### src/rtl/atomik_event_framer.sv
// Event framer: captures one event per ev_valid/ev_ready handshake and serializes it as a
// 6-byte frame (sync, flags, addr hi, addr lo, delta value, XOR checksum) on a byte stream.
module atomik_event_framer #(
  parameter int unsigned ADDR_W    = 10,
  parameter logic [7:0]  SYNC_BYTE = 8'hA5
) (
  input  logic              clk,
  input  logic              rst_n,
  input  logic              ev_valid,
  output logic              ev_ready,
  input  logic              ev_delta,
  input  logic              ev_first_touch,
  input  logic              ev_drop_invalid,
  input  logic [ADDR_W-1:0] ev_addr,
  input  logic [3:0]        ev_delta_val,
  input  logic              ev_is_zero,
  output logic              tx_valid,
  input  logic              tx_ready,
  output logic [7:0]        tx_data,
  output logic              busy,
  output logic [31:0]       cnt_frames,
  output logic [31:0]       cnt_tx_stalls
);

  localparam logic [2:0] LastIdx = 3'd5;

  typedef enum logic [0:0] {
    StIdle,
    StSend
  } state_e;

  state_e state_q, state_d;
  logic [2:0] idx_q, idx_d;

  // Captured event fields; frame bytes derive only from these and idx_q
  logic              delta_q;
  logic              first_touch_q;
  logic              drop_invalid_q;
  logic              is_zero_q;
  logic [ADDR_W-1:0] addr_q;
  logic [3:0]        delta_val_q;

  logic [31:0] cnt_frames_q, cnt_frames_d;
  logic [31:0] cnt_tx_stalls_q, cnt_tx_stalls_d;

  logic accept;
  logic tx_fire;
  logic tx_stall;
  logic last_byte;

  logic [15:0] addr16;
  logic [7:0]  flags_byte;
  logic [7:0]  dval_byte;
  logic [7:0]  cksum_byte;
  logic [7:0]  frame_byte;

  // Handshake decode; both sides are pure functions of state so reset clears them at once
  always_comb begin
    ev_ready  = (state_q == StIdle);
    tx_valid  = (state_q == StSend);
    busy      = (state_q == StSend);
    accept    = ev_valid && ev_ready;
    tx_fire   = tx_valid && tx_ready;
    tx_stall  = tx_valid && !tx_ready;
    last_byte = (idx_q == LastIdx);
  end

  // Next-state: IDLE accepts one event, SEND walks idx 0..5 on each accepted byte
  always_comb begin
    state_d = state_q;
    idx_d   = idx_q;
    unique case (state_q)
      StIdle: begin
        if (accept) begin
          state_d = StSend;
          idx_d   = 3'd0;
        end
      end
      StSend: begin
        if (tx_fire) begin
          if (last_byte) begin
            state_d = StIdle;
            idx_d   = 3'd0;
          end else begin
            idx_d = idx_q + 3'd1;
          end
        end
      end
      default: begin
        state_d = StIdle;
        idx_d   = 3'd0;
      end
    endcase
  end

  // State and byte index registers
  always_ff @(posedge clk or negedge rst_n) begin
    if (!rst_n) begin
      state_q <= StIdle;
      idx_q   <= 3'd0;
    end else begin
      state_q <= state_d;
      idx_q   <= idx_d;
    end
  end

  // Event capture; held for the whole frame so upstream changes cannot leak in
  always_ff @(posedge clk or negedge rst_n) begin
    if (!rst_n) begin
      delta_q        <= 1'b0;
      first_touch_q  <= 1'b0;
      drop_invalid_q <= 1'b0;
      is_zero_q      <= 1'b0;
      addr_q         <= '0;
      delta_val_q    <= 4'h0;
    end else if (accept) begin
      delta_q        <= ev_delta;
      first_touch_q  <= ev_first_touch;
      drop_invalid_q <= ev_drop_invalid;
      is_zero_q      <= ev_is_zero;
      addr_q         <= ev_addr;
      delta_val_q    <= ev_delta_val;
    end
  end

  // Telemetry next values; both counters wrap naturally at 2^32
  always_comb begin
    cnt_frames_d    = cnt_frames_q;
    cnt_tx_stalls_d = cnt_tx_stalls_q;
    if (tx_fire && last_byte) begin
      cnt_frames_d = cnt_frames_q + 32'd1;
    end
    if (tx_stall) begin
      cnt_tx_stalls_d = cnt_tx_stalls_q + 32'd1;
    end
  end

  // Telemetry registers
  always_ff @(posedge clk or negedge rst_n) begin
    if (!rst_n) begin
      cnt_frames_q    <= 32'd0;
      cnt_tx_stalls_q <= 32'd0;
    end else begin
      cnt_frames_q    <= cnt_frames_d;
      cnt_tx_stalls_q <= cnt_tx_stalls_d;
    end
  end

  assign cnt_frames    = cnt_frames_q;
  assign cnt_tx_stalls = cnt_tx_stalls_q;

  // Frame byte assembly; address zero-extended to 16 bits, checksum excludes the sync byte
  always_comb begin
    addr16               = 16'h0000;
    addr16[ADDR_W-1:0]   = addr_q;
    flags_byte           = {4'h0, is_zero_q, drop_invalid_q, first_touch_q, delta_q};
    dval_byte            = {4'h0, delta_val_q};
    cksum_byte           = flags_byte ^ addr16[15:8] ^ addr16[7:0] ^ dval_byte;
    frame_byte           = 8'h00;
    unique case (idx_q)
      3'd0:    frame_byte = SYNC_BYTE;
      3'd1:    frame_byte = flags_byte;
      3'd2:    frame_byte = addr16[15:8];
      3'd3:    frame_byte = addr16[7:0];
      3'd4:    frame_byte = dval_byte;
      3'd5:    frame_byte = cksum_byte;
      default: frame_byte = 8'h00;
    endcase
    // Outside a frame the bus idles at zero rather than showing a stale sync byte
    tx_data = tx_valid ? frame_byte : 8'h00;
  end

endmodule

### config.mk
export PLATFORM = sky130hd
export DESIGN_NAME = atomik_event_framer
export DESIGN_NICKNAME = d
export VERILOG_FILES = /design/src/rtl/atomik_event_framer.sv
export SDC_FILE = /design/constraint.sdc
export NUM_CORES = 1
export LEC_CHECK = 0
export CORE_ASPECT_RATIO = 0.6
export CORE_UTILIZATION = 55
export DETAILED_ROUTE_END_ITERATION = 12
export DONT_BUFFER_PORTS = 1
export HOLD_SLACK_MARGIN = 0.08
export PLACE_DENSITY_LB_ADDON = 0.15
export SLEW_MARGIN = 10
export SYNTH_ARGS = -nofsm -noshare
export SYNTH_HDL_FRONTEND = slang
export SYNTH_SLANG_ARGS = --single-unit
### constraint.sdc
create_clock -name clk -period 5.85 [get_ports clk]
set_clock_uncertainty 0.1 [all_clocks]
set_input_delay 1.755 -clock clk [delete_from_list [all_inputs] [get_ports clk]]
set_output_delay 1.755 -clock clk [all_outputs]
set_load 0.01 [all_outputs]
==> qor.csv <==
stage;metric;value;unit
finish;antenna_cells;0;
place;dpl-instance-area;0.00414;mm²
hold_path;hold_path.class;flop to flop;
clock_network;tritoncts_clock_tree;yes;
die;count_of_pins_on_the_block_boundary;97;
finish;utilization_after_layout;64.1;%
finish;mostFrequentLayoutCells;sky130_fd_sc_hd__dfrtp_1 (86), sky130_fd_sc_hd__xnor2_1 (39), sky130_fd_sc_hd__nor2_1 (34);
timing;finalHoldViolations;0;
global_route;vias_in_the_first_global_route;2484;
detailed_routing;initialDrtViolationCount;127;
power;ir_worst_vdd;0.000311;V
place;gp_routability_congestion;0.829;
clock_network;postCtsHoldBufs;0;
setup_path;setup.reg_to_reg.worst_slack;3600;ps
clock_network;post_cts_buffers;0;
hold_path;timing.hold.worst.start;addr_q[6]$_DFFE_PN0P_;
clock_network;clock_tree.buffer_depth;2;
synth;synth_edf_count;0;
setup_path;crit_path_end_kind;output port;
synth;synth.cell_area;0.00408;mm²
place;placement.io_buffers;0;
power;pwr_density_cell;406;mW/mm²
finish;layout.nets;395;
global_route;global_route_wire_length_before_repair;13.0;mm
power;p_leak;2.01;nW
synth;postSynthRegisterBits;86;
timing;rsz0062_at_grt;false;
synth;post_synth_inst_count;370;
setup_path;r2r-start;busy$_DFF_PN0_;
run_status;outcome;finished, final reports clean;
global_route;global_route_usage_over_all_layers;22.3;%
timing;post-route-min-period;4080;ps
die;design.die.area;0.00778;mm²
synth;dominantRegCellSynth;sky130_fd_sc_hd__dfrtp_1;
die;start_util;59.1;%
synth;syn-mean-instance-area;11.0;µm²
timing;tns;0;ps
job;cap_viol_max_count;0;
finish;layout_commonest_cell;sky130_fd_sc_hd__dfrtp_1;
finish;growth_of_design_area_from_synthesis_to_finish;8.40;%
detailed_routing;vias_per_cell;5.75;
setup_path;critPathKind;flop to output port;
detailed_routing;total_detailed_routing_wirelength;8.14;mm
clock_network;clk-insertion-delay-late;330;ps
synth;ys_seq_area_share;52.7;%
clock_network;clk_transition_reported_paths;60;ps
timing;timing.final.max_slew_violations;0;
clock_network;htreeDepth;3;
die;fp.coreArea;0.00691;mm²
timing;timing.final.setup_violations;0;
synth;ys_async_rst_share;100;%
finish;final_area;0.00443;mm²
synth;synth_top_cells_by_area;sky130_fd_sc_hd__dfrtp_1 (53%), sky130_fd_sc_hd__xnor2_1 (8.4%), sky130_fd_sc_hd__xor2_1 (6.7%);
setup_path;critical_path.max_fanout;11;
die;die_w;113;µm
detailed_routing;postRouteAntennaNets;0;
clock_network;clockRootBuffer;sky130_fd_sc_hd__clkbuf_16;
detailed_routing;drt_drc_violations_left;0;
global_route;globalRouteOverflowTotal;0;
detailed_routing;vias;2649;
die;rows;23;
setup_path;worstSetupStartpointType;flop;
global_route;pin_count_of_the_biggest_net_entering_global_routing;87;
synth;synth.net_count;395;
synth;synthesis.yosys.warnings;0;
synth;netlist-cell-type-count;41;
global_route;grt_antenna_before_repair;0;
place;dp.final_hpwl;5.84;mm
finish;number_of_fill_cells_in_the_layout;565;
finish;drive_above_1_share;12.6;%
timing;fmax;245;MHz
clock_network;ctsResizeCount;0;
timing;finalCritPeriodShare;69.8;%
setup_path;worst-endpoint-arrival;2230;ps
timing;timing.max_slew.rel_slack;45.7;%
die;die_y;68.7;µm
clock_network;number_of_buffers_created_by_cts;9;
synth;synth_top_area_share;52.7;%
timing;tightest_slew;815;ps
setup_path;crit_path_start;idx_q[2]$_DFFE_PN0P_;
synth;synth_largest_area_cell;sky130_fd_sc_hd__dfrtp_1;
clock_network;tritoncts_num_sinks;86;
detailed_routing;drt_pre_antenna_iters;4;
setup_path;worstPathRequired;3990;ps
detailed_routing;detail_route.wl_per_cell;17.7;µm
final cells by class:
type	instances	area [µm²]	area share, %
clock inverter	4	47.5	1.07
multi-input combinational	266	1850	41.8
inverter	7	26.3	0.594
sequential	86	2150	48.6
tap	87	109	2.46
clock buffer	11	243	5.48
final timing paths:
kind                                           endpoint  cells after the start
max in group asynchronous    drop_invalid_q$_DFFE_PN0P_                      0
max                                          tx_data[3]                      5
min in group asynchronous  cnt_tx_stalls[5]$_DFFE_PN0P_                      0
min reg2reg                       addr_q[6]$_DFFE_PN0P_                      1
max reg2reg                  cnt_frames[30]$_DFFE_PN0P_                      5
min                               addr_q[6]$_DFFE_PN0P_                      1
where the power goes:
part	switching, mW	internal (mW)	total [mW]
registers	0.159	0.700	0.859
logic	0.193	0.188	0.381
clock network	0.219	0.338	0.557
state kept, by name, indices dropped and copies added (netlist names), 3 cells and up:
register	flops
idx_q	3
delta_val_q	4
addr_q	10
cnt_tx_stalls	32
cnt_frames	32
synth_stat cells, types with 2 or more instances:
library cell / n
sky130_fd_sc_hd__nand2b_1: 2
sky130_fd_sc_hd__ha_1: 3
sky130_fd_sc_hd__nand4b_1: 2
sky130_fd_sc_hd__nor3_2: 5
sky130_fd_sc_hd__nand2_1: 30
sky130_fd_sc_hd__xor2_1: 31
sky130_fd_sc_hd__or3_1: 3
sky130_fd_sc_hd__mux2_2: 20
sky130_fd_sc_hd__nand4_1: 11
sky130_fd_sc_hd__buf_2: 6
sky130_fd_sc_hd__nor3_1: 4
sky130_fd_sc_hd__clkbuf_1: 3
sky130_fd_sc_hd__nor2b_1: 2
sky130_fd_sc_hd__and3_1: 8
sky130_fd_sc_hd__and4_1: 6
sky130_fd_sc_hd__o21ai_0: 10
sky130_fd_sc_hd__nor4_4: 2
sky130_fd_sc_hd__inv_1: 7
sky130_fd_sc_hd__nand3b_1: 2
sky130_fd_sc_hd__buf_4: 2
sky130_fd_sc_hd__dfrtp_1: 86
sky130_fd_sc_hd__a21oi_1: 8
sky130_fd_sc_hd__xnor2_1: 39
sky130_fd_sc_hd__and2_1: 4
sky130_fd_sc_hd__nand3_1: 22
sky130_fd_sc_hd__nor2_1: 34
sky130_fd_sc_hd__or2_2: 3
sky130_fd_sc_hd__o22a_1: 2
routing by layer:
metal | global-route usage (%) | part of all wire [%] | vias up
met5 | 0 | 0 | -
met4 | 6.41 | 0.92 | 0
met3 | 9.70 | 7.8 | 8
met2 | 32.4 | 42 | 84
met1 | 30.4 | 49 | 1291
li1 | - | - | 1266
metrics by stage:
step | power [mW] | hold WS [ps] | setup slack, ps | instances
final | 1.80 | 413 | 1770 | 461
after global placement | 1.22 | 401 | 2290 | 446
after detailed placement | 1.25 | 393 | 2180 | 446
after CTS | 1.82 | 417 | 1810 | 461
after floorplan | 1.15 | 372 | 2510 | 370
after global routing | 1.89 | 445 | 1590 | 461
kinds of logic after synthesis:
| logic type | count (synthesis) | synth area share, % |
|---|---|---|
| AO/OA/AOI/OAI | 27 | 3.98 |
| buffers and inverters | 18 | 2.02 |
| XOR/XNOR | 70 | 15.0 |
| AND/OR/NAND/NOR | 146 | 19.8 |
| multiplexers | 20 | 5.52 |
| adder cells (fa/ha/maj) | 3 | 0.919 |
| flip-flops | 86 | 52.7 |
critical path, cell delays in order (launching register included):
cell                      delay, ps
sky130_fd_sc_hd__dfrtp_1        530
sky130_fd_sc_hd__inv_1          180
sky130_fd_sc_hd__nor3_1         600
sky130_fd_sc_hd__nand2_1        120
sky130_fd_sc_hd__o22a_1         210
sky130_fd_sc_hd__a21oi_1        250
(Power assumes the default switching activity.)
